[config.mk]
export PLATFORM = sky130hd
export DESIGN_NAME = ofmap_collect
export DESIGN_NICKNAME = d
export VERILOG_FILES = /design/src/rtl/ws_pkg.sv /design/src/rtl/ofmap_fifo.sv /design/src/rtl/ofmap_collect.sv
export SDC_FILE = /design/constraint.sdc
export NUM_CORES = 1
export LEC_CHECK = 0
export ABC_AREA = 0
export BUFFER_PORTS_ARGS = -buffer_cell sky130_fd_sc_hd__buf_2
export CORE_MARGIN = 3
export CORE_UTILIZATION = 27
export CTS_CLUSTER_SIZE = 28
export DETAILED_ROUTE_END_ITERATION = 10
export GPL_TIMING_DRIVEN = 0
export PLACE_DENSITY = 0.45
export SLEW_MARGIN = 20
export SYNTH_ARGS = -nofsm -noshare
export SYNTH_HDL_FRONTEND = slang
export SYNTH_HIERARCHICAL = 1
export SYNTH_SLANG_ARGS = --single-unit
[constraint.sdc]
create_clock -name sys_clk -period 3.6 [get_ports sys_clk]
set_input_delay 0.18 -clock sys_clk [delete_from_list [all_inputs] [get_ports sys_clk]]
set_output_delay 0.18 -clock sys_clk [all_outputs]
set_load 0.1 [all_outputs]
[src/rtl/ws_pkg.sv]
// rtl/ws_pkg.sv - shared types and constants for the weight-stationary output path
package ws_pkg;

    localparam int Q_FRAC_BITS = 6;
    localparam int WS_DW       = Q_FRAC_BITS + 2;
    localparam int WS_AW       = 4;

    typedef enum logic [1:0] {
        ST_IDLE,
        ST_RUN,
        ST_DRAIN,
        ST_DONE
    } ws_state_t;

    typedef struct packed {
        logic [WS_AW-1:0] addr;
        logic [WS_DW-1:0] data;
    } ofmap_wr_t;

endpackage

[src/rtl/ofmap_fifo.sv]
// rtl/ofmap_fifo.sv - elastic buffer of ofmap writes, push and pop allowed together when full
module ofmap_fifo
    import ws_pkg::*;
#(
    parameter int DEPTH = 4
) (
    input  logic      sys_clk,
    input  logic      rst_n,
    input  logic      clr,
    input  logic      push,
    input  ofmap_wr_t push_data,
    input  logic      pop,
    output ofmap_wr_t head,
    output logic      full,
    output logic      empty,
    output logic      one_left
);

    localparam int PW = $clog2(DEPTH);

    logic [PW-1:0] wr_ptr_q, wr_ptr_d;
    logic [PW-1:0] rd_ptr_q, rd_ptr_d;
    logic [PW:0]   cnt_q, cnt_d;
    logic          do_push, do_pop;
    ofmap_wr_t     mem_q [DEPTH];

    assign empty    = (cnt_q == '0);
    assign full     = (cnt_q == (PW+1)'(DEPTH));
    assign one_left = (cnt_q == (PW+1)'(1));
    assign head     = mem_q[rd_ptr_q];
    assign do_pop   = pop && !empty;
    assign do_push  = push && (!full || do_pop);

    always_comb begin
        wr_ptr_d = wr_ptr_q;
        rd_ptr_d = rd_ptr_q;
        cnt_d    = cnt_q;
        if (clr) begin
            wr_ptr_d = '0;
            rd_ptr_d = '0;
            cnt_d    = '0;
        end else begin
            if (do_push) wr_ptr_d = wr_ptr_q + PW'(1);
            if (do_pop)  rd_ptr_d = rd_ptr_q + PW'(1);
            cnt_d = cnt_q + (PW+1)'(do_push) - (PW+1)'(do_pop);
        end
    end

    always_ff @(posedge sys_clk or negedge rst_n) begin
        if (!rst_n) begin
            wr_ptr_q <= '0;
            rd_ptr_q <= '0;
            cnt_q    <= '0;
        end else begin
            wr_ptr_q <= wr_ptr_d;
            rd_ptr_q <= rd_ptr_d;
            cnt_q    <= cnt_d;
        end
    end

    // Storage is not reset; the pointers and count alone define validity.
    always_ff @(posedge sys_clk) begin
        if (do_push && !clr) mem_q[wr_ptr_q] <= push_data;
    end

endmodule

[src/rtl/ofmap_collect.sv]
// rtl/ofmap_collect.sv - tracks windows through the PE array latency and writes results to ofmap memory
module ofmap_collect
    import ws_pkg::*;
#(
    parameter int OUT_W      = 3,
    parameter int PIPE_LAT   = 6,
    parameter int FIFO_DEPTH = 4,
    parameter int RELU       = 1,
    parameter int DW         = WS_DW,
    parameter int AW         = WS_AW
) (
    input  logic          sys_clk,
    input  logic          rst_n,
    input  logic          start,
    input  logic          win_valid,
    input  logic [DW-1:0] q_in,
    output logic          wr_valid,
    input  logic          wr_ready,
    output logic [AW-1:0] wr_addr,
    output logic [DW-1:0] wr_data,
    output logic          busy,
    output logic          done,
    output logic          overflow
);

    localparam int            CW  = AW + 1;
    localparam logic [CW-1:0] N_C = CW'(OUT_W * OUT_W);

    ws_state_t           state_q, state_d;
    logic [PIPE_LAT-1:0] dly_q, dly_d;
    logic [CW-1:0]       ins_cnt_q, ins_cnt_d;
    logic [CW-1:0]       cap_cnt_q, cap_cnt_d;
    logic                ovf_q, ovf_d;
    logic                busy_q, busy_d;
    logic                done_q, done_d;
    logic                ins, cap, push, pop, fifo_clr;
    logic                fifo_full, fifo_empty, fifo_one;
    logic [DW-1:0]       cap_data;
    ofmap_wr_t           push_data, fifo_head;

    assign ins       = (state_q == ST_RUN) && win_valid && (ins_cnt_q != N_C);
    assign cap       = (state_q == ST_RUN) && dly_q[PIPE_LAT-1];
    assign cap_data  = ((RELU != 0) && q_in[DW-1]) ? '0 : q_in;
    assign pop       = !fifo_empty && wr_ready;
    // A full FIFO still takes the capture when the head leaves in the same cycle.
    assign push      = cap && (!fifo_full || pop);
    assign push_data = {cap_cnt_q[AW-1:0], cap_data};

    always_comb begin
        state_d   = state_q;
        dly_d     = dly_q;
        ins_cnt_d = ins_cnt_q;
        cap_cnt_d = cap_cnt_q;
        ovf_d     = ovf_q;
        fifo_clr  = 1'b0;
        case (state_q)
            ST_IDLE: begin
                if (start) begin
                    state_d   = ST_RUN;
                    dly_d     = '0;
                    ins_cnt_d = '0;
                    cap_cnt_d = '0;
                    ovf_d     = 1'b0;
                    fifo_clr  = 1'b1;
                end
            end
            ST_RUN: begin
                dly_d = {dly_q[PIPE_LAT-2:0], ins};
                if (ins) ins_cnt_d = ins_cnt_q + CW'(1);
                // The address advances even for a dropped result, leaving a hole.
                if (cap) begin
                    cap_cnt_d = cap_cnt_q + CW'(1);
                    if (!push) ovf_d = 1'b1;
                    if (cap_cnt_d == N_C) state_d = ST_DRAIN;
                end
            end
            ST_DRAIN: begin
                if (fifo_empty || (fifo_one && pop)) state_d = ST_DONE;
            end
            ST_DONE: state_d = ST_IDLE;
            default: state_d = ST_IDLE;
        endcase
        busy_d = (state_d == ST_RUN) || (state_d == ST_DRAIN);
        done_d = (state_d == ST_DONE);
    end

    always_ff @(posedge sys_clk or negedge rst_n) begin
        if (!rst_n) begin
            state_q   <= ST_IDLE;
            dly_q     <= '0;
            ins_cnt_q <= '0;
            cap_cnt_q <= '0;
            ovf_q     <= 1'b0;
            busy_q    <= 1'b0;
            done_q    <= 1'b0;
        end else begin
            state_q   <= state_d;
            dly_q     <= dly_d;
            ins_cnt_q <= ins_cnt_d;
            cap_cnt_q <= cap_cnt_d;
            ovf_q     <= ovf_d;
            busy_q    <= busy_d;
            done_q    <= done_d;
        end
    end

    ofmap_fifo #(
        .DEPTH(FIFO_DEPTH)
    ) u_fifo (
        .sys_clk  (sys_clk),
        .rst_n    (rst_n),
        .clr      (fifo_clr),
        .push     (push),
        .push_data(push_data),
        .pop      (pop),
        .head     (fifo_head),
        .full     (fifo_full),
        .empty    (fifo_empty),
        .one_left (fifo_one)
    );

    assign wr_valid = !fifo_empty;
    assign wr_addr  = wr_valid ? fifo_head.addr : '0;
    assign wr_data  = wr_valid ? fifo_head.data : '0;
    assign busy     = busy_q;
    assign done     = done_q;
    assign overflow = ovf_q;

endmodule

Word level (Yosys, flattened, before mapping)

Memories as Yosys holds them, arrays and structs flattened.
Cells that the tools add are included.

Memories kept: 1
Logic and storage cells: 84
Flip-flop bits (word level): 28
RAM bits: 44
Output and inout port bits: 16

Memories:

| memory       | depth | width | read ports | clocked after Yosys merged registers in | write ports | RTL line         | source |
|---|---|---|---|---|---|---|---|
| u_fifo.mem_q | 4     | 11    | 1          | 0                                       | 1           | ofmap_fifo.sv:25 | `ofmap_wr_t mem_q [DEPTH];` |

Reductions and logical operators: 25
Multiplexer cells: 28
Eq/ne operators: 14
$add $sub $neg: 6

Operators with widths:

| operator                                                                 | number |
|---|---|
| 5-bit one-hot mux with 2 select lines                                    | 2 |
| 2-bit two-way mux                                                        | 8 |
| 5-bit two-way mux                                                        | 3 |
| 6-bit one-hot mux with 2 select lines                                    | 1 |
| 5-bit by 1-bit adder with 5-bit output (second input constant)           | 2 |
| 1-bit logical AND                                                        | 9 |
| 2-bit == test (second input constant)                                    | 4 |
| 8-bit two-way mux                                                        | 1 |
| 2-bit inequality test (second input constant)                            | 4 |
| 2-bit one-hot mux with 4 select lines                                    | 1 |
| 1-bit two-way mux                                                        | 7 |
| 7-bit two-way mux                                                        | 1 |
| 6-bit two-way mux                                                        | 1 |
| 3-bit AND reduction                                                      | 2 |
| 2-bit nonzero test                                                       | 3 |
| 5-bit by 4-bit == test with 1-bit output (second input constant)         | 1 |
| 5-bit by 4-bit inequality test with 1-bit output (second input constant) | 1 |
| 2-bit by 1-bit adder with 2-bit output (second input constant)           | 2 |
| 2-bit by 1-bit == test with 1-bit output (second input constant)         | 2 |
| 1-bit logical OR                                                         | 4 |
| 4-bit two-way mux                                                        | 1 |
| 4-bit AND reduction                                                      | 1 |
| 3-bit by 1-bit adder with 3-bit output                                   | 1 |
| 3-bit by 1-bit == test with 1-bit output (second input constant)         | 1 |
| 8 further kinds                                                          | 10 |

Longest topological paths before layout

Depth after elaboration: 9
Gate-level depth with buffers: 13
Depth with buffers taken out: 12

Hierarchy

Netlist, hierarchy kept.

Modules (own cells, without submodules):

| module        | instances | area an instance (um^2) | cells each | sequential area each (um^2) |
|---|---|---|---|---|
| ofmap_fifo    | 1         | 2237.1                  | 110        | 1616.6 |
| ofmap_collect | 1         | 1159.9                  | 121        | 525.5 |

Least setup slack after synthesis

OpenSTA, ideal clock, no wires.

Path kind: reg-to-reg
From: register u_fifo.cnt_q[1]
To: register u_fifo.cnt_q[1]
Cell stages (with the launch flop): 13
Clock period less this slack: 2943 ps
Library setup time: 72 ps
Data arrival time: 2871 ps
Setup slack: 657 ps
Cell sequence: dfrtp_1 -> buf_6 -> nor3_1 -> inv_1 -> nand2_1 -> inv_1 -> nor4b_4 -> nor2b_2 -> a21o_1 -> ha_1 -> inv_1 -> fa_1 -> nor2_1

Word-level cells in the longest chain between the ends: 9
Elaborated cells on any way between the ends: 13

Ends and longest elaborated chain:

| item                                                         | RTL line                              | source |
|---|---|---|
| start: declaration                                           | ofmap_fifo.sv:23                      | `logic [PW:0] cnt_q, cnt_d;` |
| start signal: assignment                                     | ofmap_fifo.sv:57                      | `cnt_q <= cnt_d;` |
| 3-bit zero test (*)                                          | ofmap_fifo.sv:27                      | `assign empty = (cnt_q == '0);` |
| via fifo_empty                                               | ofmap_collect.sv:37                   | `logic fifo_full, fifo_empty, fifo_one;` |
| 1-bit zero test (*)                                          | n/a                                   |  |
| via wr_valid                                                 | ofmap_collect.sv:17                   | `output logic wr_valid,` |
| 1-bit logical AND (*)                                        | ofmap_collect.sv:44                   | `assign pop = !fifo_empty && wr_ready;` |
| via pop                                                      | ofmap_collect.sv:36                   | `logic ins, cap, push, pop, fifo_clr;` |
| 1-bit logical OR / 1-bit logical AND (equally long branches) | ofmap_collect.sv:46, ofmap_fifo.sv:31 |  |
| 1-bit logical AND / 1-bit logical OR (equally long branches) | ofmap_collect.sv:46, ofmap_fifo.sv:32 |  |
| 1-bit logical AND                                            | ofmap_fifo.sv:32                      | `assign do_push = push && (!full \|\| do_pop);` |
| 3-bit by 1-bit adder with 3-bit output                       | ofmap_fifo.sv:45                      | `cnt_d = cnt_q + (PW+1)'(do_push) - (PW+1)'(do_pop);` |
| 3-bit by 1-bit subtractor with 3-bit output (*)              | ofmap_fifo.sv:45                      |  |
| 3-bit two-way mux (*)                                        | ofmap_fifo.sv:38                      | `if (clr) begin` |
| via u_fifo.cnt_d[1]                                          | ofmap_fifo.sv:23                      |  |

The timed path passes the listed nets; every way through them passes the cells marked *.
A chain may end at the register's enable or synchronous reset.

Worst setup path in the final report

From: register u_fifo.cnt_q[1]
To: register u_fifo.cnt_q[1]

Word-level cells in the longest chain between the ends: 9
Elaborated cells on any way between the ends: 13

Ends and longest elaborated chain:

| item                                                         | RTL line |
|---|---|
| 3-bit zero test (*)                                          | ofmap_fifo.sv:27 |
| via fifo_empty                                               | ofmap_collect.sv:37 |
| 1-bit zero test (*)                                          | ofmap_collect.sv:44 |
| 1-bit logical AND (*)                                        | ofmap_collect.sv:44 |
| via pop                                                      | ofmap_collect.sv:36 |
| 1-bit logical OR / 1-bit logical AND (equally long branches) | ofmap_collect.sv:46, ofmap_fifo.sv:31 |
| 1-bit logical AND / 1-bit logical OR (equally long branches) | ofmap_collect.sv:46, ofmap_fifo.sv:32 |
| 1-bit logical AND                                            | ofmap_fifo.sv:32 |
| 3-bit by 1-bit adder with 3-bit output                       | ofmap_fifo.sv:45 |
| 3-bit by 1-bit subtractor with 3-bit output (*)              | ofmap_fifo.sv:45 |
| 3-bit two-way mux (*)                                        | ofmap_fifo.sv:38 |
| via u_fifo.cnt_d[1]                                          | ofmap_fifo.sv:23 |

Marked as above.

==> reports/qor.yml <==
core.rowCount: 40
synth_seq_cells: 76
ys_types: 44
grt_pass1_wl_um: 10300
ys_async_sr_fraction_pct: 36.8
yosysTopAreaCell: "edfxtp_1"
die_w_um: 118
antenna_found_initial: 0
wl_per_cell_um: 14.5
synthTopCellsByCount: "edfxtp_1 (48), dfrtp_1 (28), nor2b_1 (21)"
arrival_ps: 3110
ant_nets: 0
post-place-cells: 430
clock-sinks: 76
status: "finished clean"
portBuffers: 28
ys_seq_area_share_pct: 63.1
worst_pin_slew_ps: 714
required_ps: 3860
htreeDepth: 3
end_kind: "flop"
drc_errors: 0
hold_violations: 0
cap_viol_max_count: 0
regToRegSetupSlack_ps: 750
pre_cts_ws_ps: 756
synth.area.top_cells: "edfxtp_1 (42%), dfrtp_1 (21%), mux4_2 (8.0%)"
grt_max_degree: 29
post_cts_buffers: 0
ys.flop_type: "edfxtp_1"
fin_setup_tns_ps: 0
die_area_um2: 14000
fill_cells: 1223
start_util_pct: 27.9
antenna_cells: 0
synth_edf_count: 48
gr-total-overflow: 0
clk_pin_slew_worst_paths_ps: 60
cts-resized-gates: 0
fin_worst_skew_ps: 6.07
postPlaceCellArea_um2: 3760
design_area_um2: 4060
grt_pass1_vias: 1894
fmax_ghz: 0.351
fp.dieH_um: 118
rsz0062_at_grt: "false"
fin_cells: 447
wl_um: 6470
netlist_area_um2: 3400
hold_class: "in -> reg"
relSlewSlack_pct: 52.4
grt_usage_pct: 9.61
cts_buffers: 9
area_growth_pct: 19.6
yosys_warnings: 6
clkLatencyLatePin_ps: 330
io-pin-count: 29
critPathLaunchType: "flop"
worst_slack_ps: 750
setup_viol: 0
synth_most_common_cell: "edfxtp_1"
clockBufferDepth: 2
vias_per_cell: 4.25
fin_nets: 298
min_period_ps: 2850
dp_hpwl_um: 4230
vias: 1901
drv_slew: 0
gp_congestion: 0.735
synth_cells: 231
drive_gt1_share_pct: 24.4
syn_avg_cell_area_um2: 14.7
critPathMaxFanout: 7
core_area_um2: 12200
worstSetupPathType: "reg -> reg"
drtIter0Drc: 92
synthDominantCellAreaShare_pct: 42.4
fin_crit_sh_pct: 79.2
cts_root_buffer: "clkbuf_16"
cts_tree: "yes"
drtPass1Iterations: 4
layer usage:
metal  part of all wire [%]  GRT usage [%]
met5                      0              0
met3                    3.9           3.40
met4                    1.1           3.08
met1                     50           13.1
met2                     45           14.3
cell families (layout without fill, tap and decap cells):
family                     after synthesis  after routing  share of synthesized area [%]
buffers and inverters                   20             65                           3.02
other                                    1              4                          0.110
xor gates and xnor gates                 9              9                           2.32
adders and majority gates               11             11                           4.27
AOI/OAI and AO/OA                       27             27                           5.97
DFF                                     76             76                           63.1
and+or+nand+nor                         73             73                           12.6
muxes                                   14             14                           8.69
what timing repair did:
action / 4_1_cts / 5_1_grt
endpoints found under the setup margin: 0 / 0
hold endpoints to repair: 28 / 0
hold buffers: 1 / 0
cells in the final DEF (no fill, tap or decap), drive strengths merged, types with 3 or more instances in the layout:
master,Yosys,routed
mux4,12,12
and2,4,4
o311ai,3,3
nor2,10,10
xor2,7,7
a21oi,4,4
inv,11,12
nand3,7,7
dfrtp,28,28
ha,10,10
nor3b,4,4
clkinvlp,0,3
clkbuf,2,13
buf,7,35
nand2,15,15
nor2b,22,22
conb,1,4
o21ai,6,6
a22o,5,5
edfxtp,48,48
cell type report:
| cell class | instances | area [um2] | share of cell area, % |
|---|---|---|---|
| Timing Repair Buffer | 29 | 150 | 3.70 |
| Inverter | 11 | 41.3 | 1.02 |
| Buffer | 9 | 61.3 | 1.51 |
| Clock buffer | 11 | 233 | 5.73 |
| Sequential cell | 76 | 2140 | 52.7 |
| Multi-Input combinational cell | 138 | 1160 | 28.6 |
| Tap cell | 168 | 210 | 5.17 |
| Clock inverter | 5 | 61.3 | 1.51 |
flip-flops by register name (all words and copies together), names as in the netlist:
name,flops
overflow,1
cap_cnt_q,5
state_q,2
ins_cnt_q,5
u_fifo/cnt_q,3
dly_q,6
done,1
u_fifo/wr_ptr_q,2
busy,1
u_fifo/rd_ptr_q,2
u_fifo/mem_q,48
metrics by stage:
step                      util (%)  hold slack [ps]
after floorplan                  -             -116
after global placement        30.9              270
after detailed placement      30.9              276
after CTS                     33.4              203
after global routing          33.4              251
final                         33.4              215
final timing paths:
kind,from,endpoint,depth (start not counted)
max,u_fifo/cnt_q[1],u_fifo/cnt_q[1],12
min,win_valid,ins_cnt_q[2],4
max reg2reg,u_fifo/cnt_q[1],u_fifo/cnt_q[1],12
min reg2reg,dly_q[0],dly_q[0],2
max in group asynchronous,rst_n,state_q[1],2
min in group asynchronous,rst_n,u_fifo/wr_ptr_q[1],2
worst max-delay path, stage by stage, from the launching register on:
cell	delay (ps)
dfrtp_1	400
buf_6	150
nor3_1	540
inv_1	170
nand2_1	140
inv_1	90
nor4b_4	250
nor2b_2	100
a21o_1	190
ha_1	170
inv_1	60
fa_1	410
nor2_1	100
Power is not shown: default switching activity piles up to over one toggle a cycle in this logic, so the estimate is an artifact.
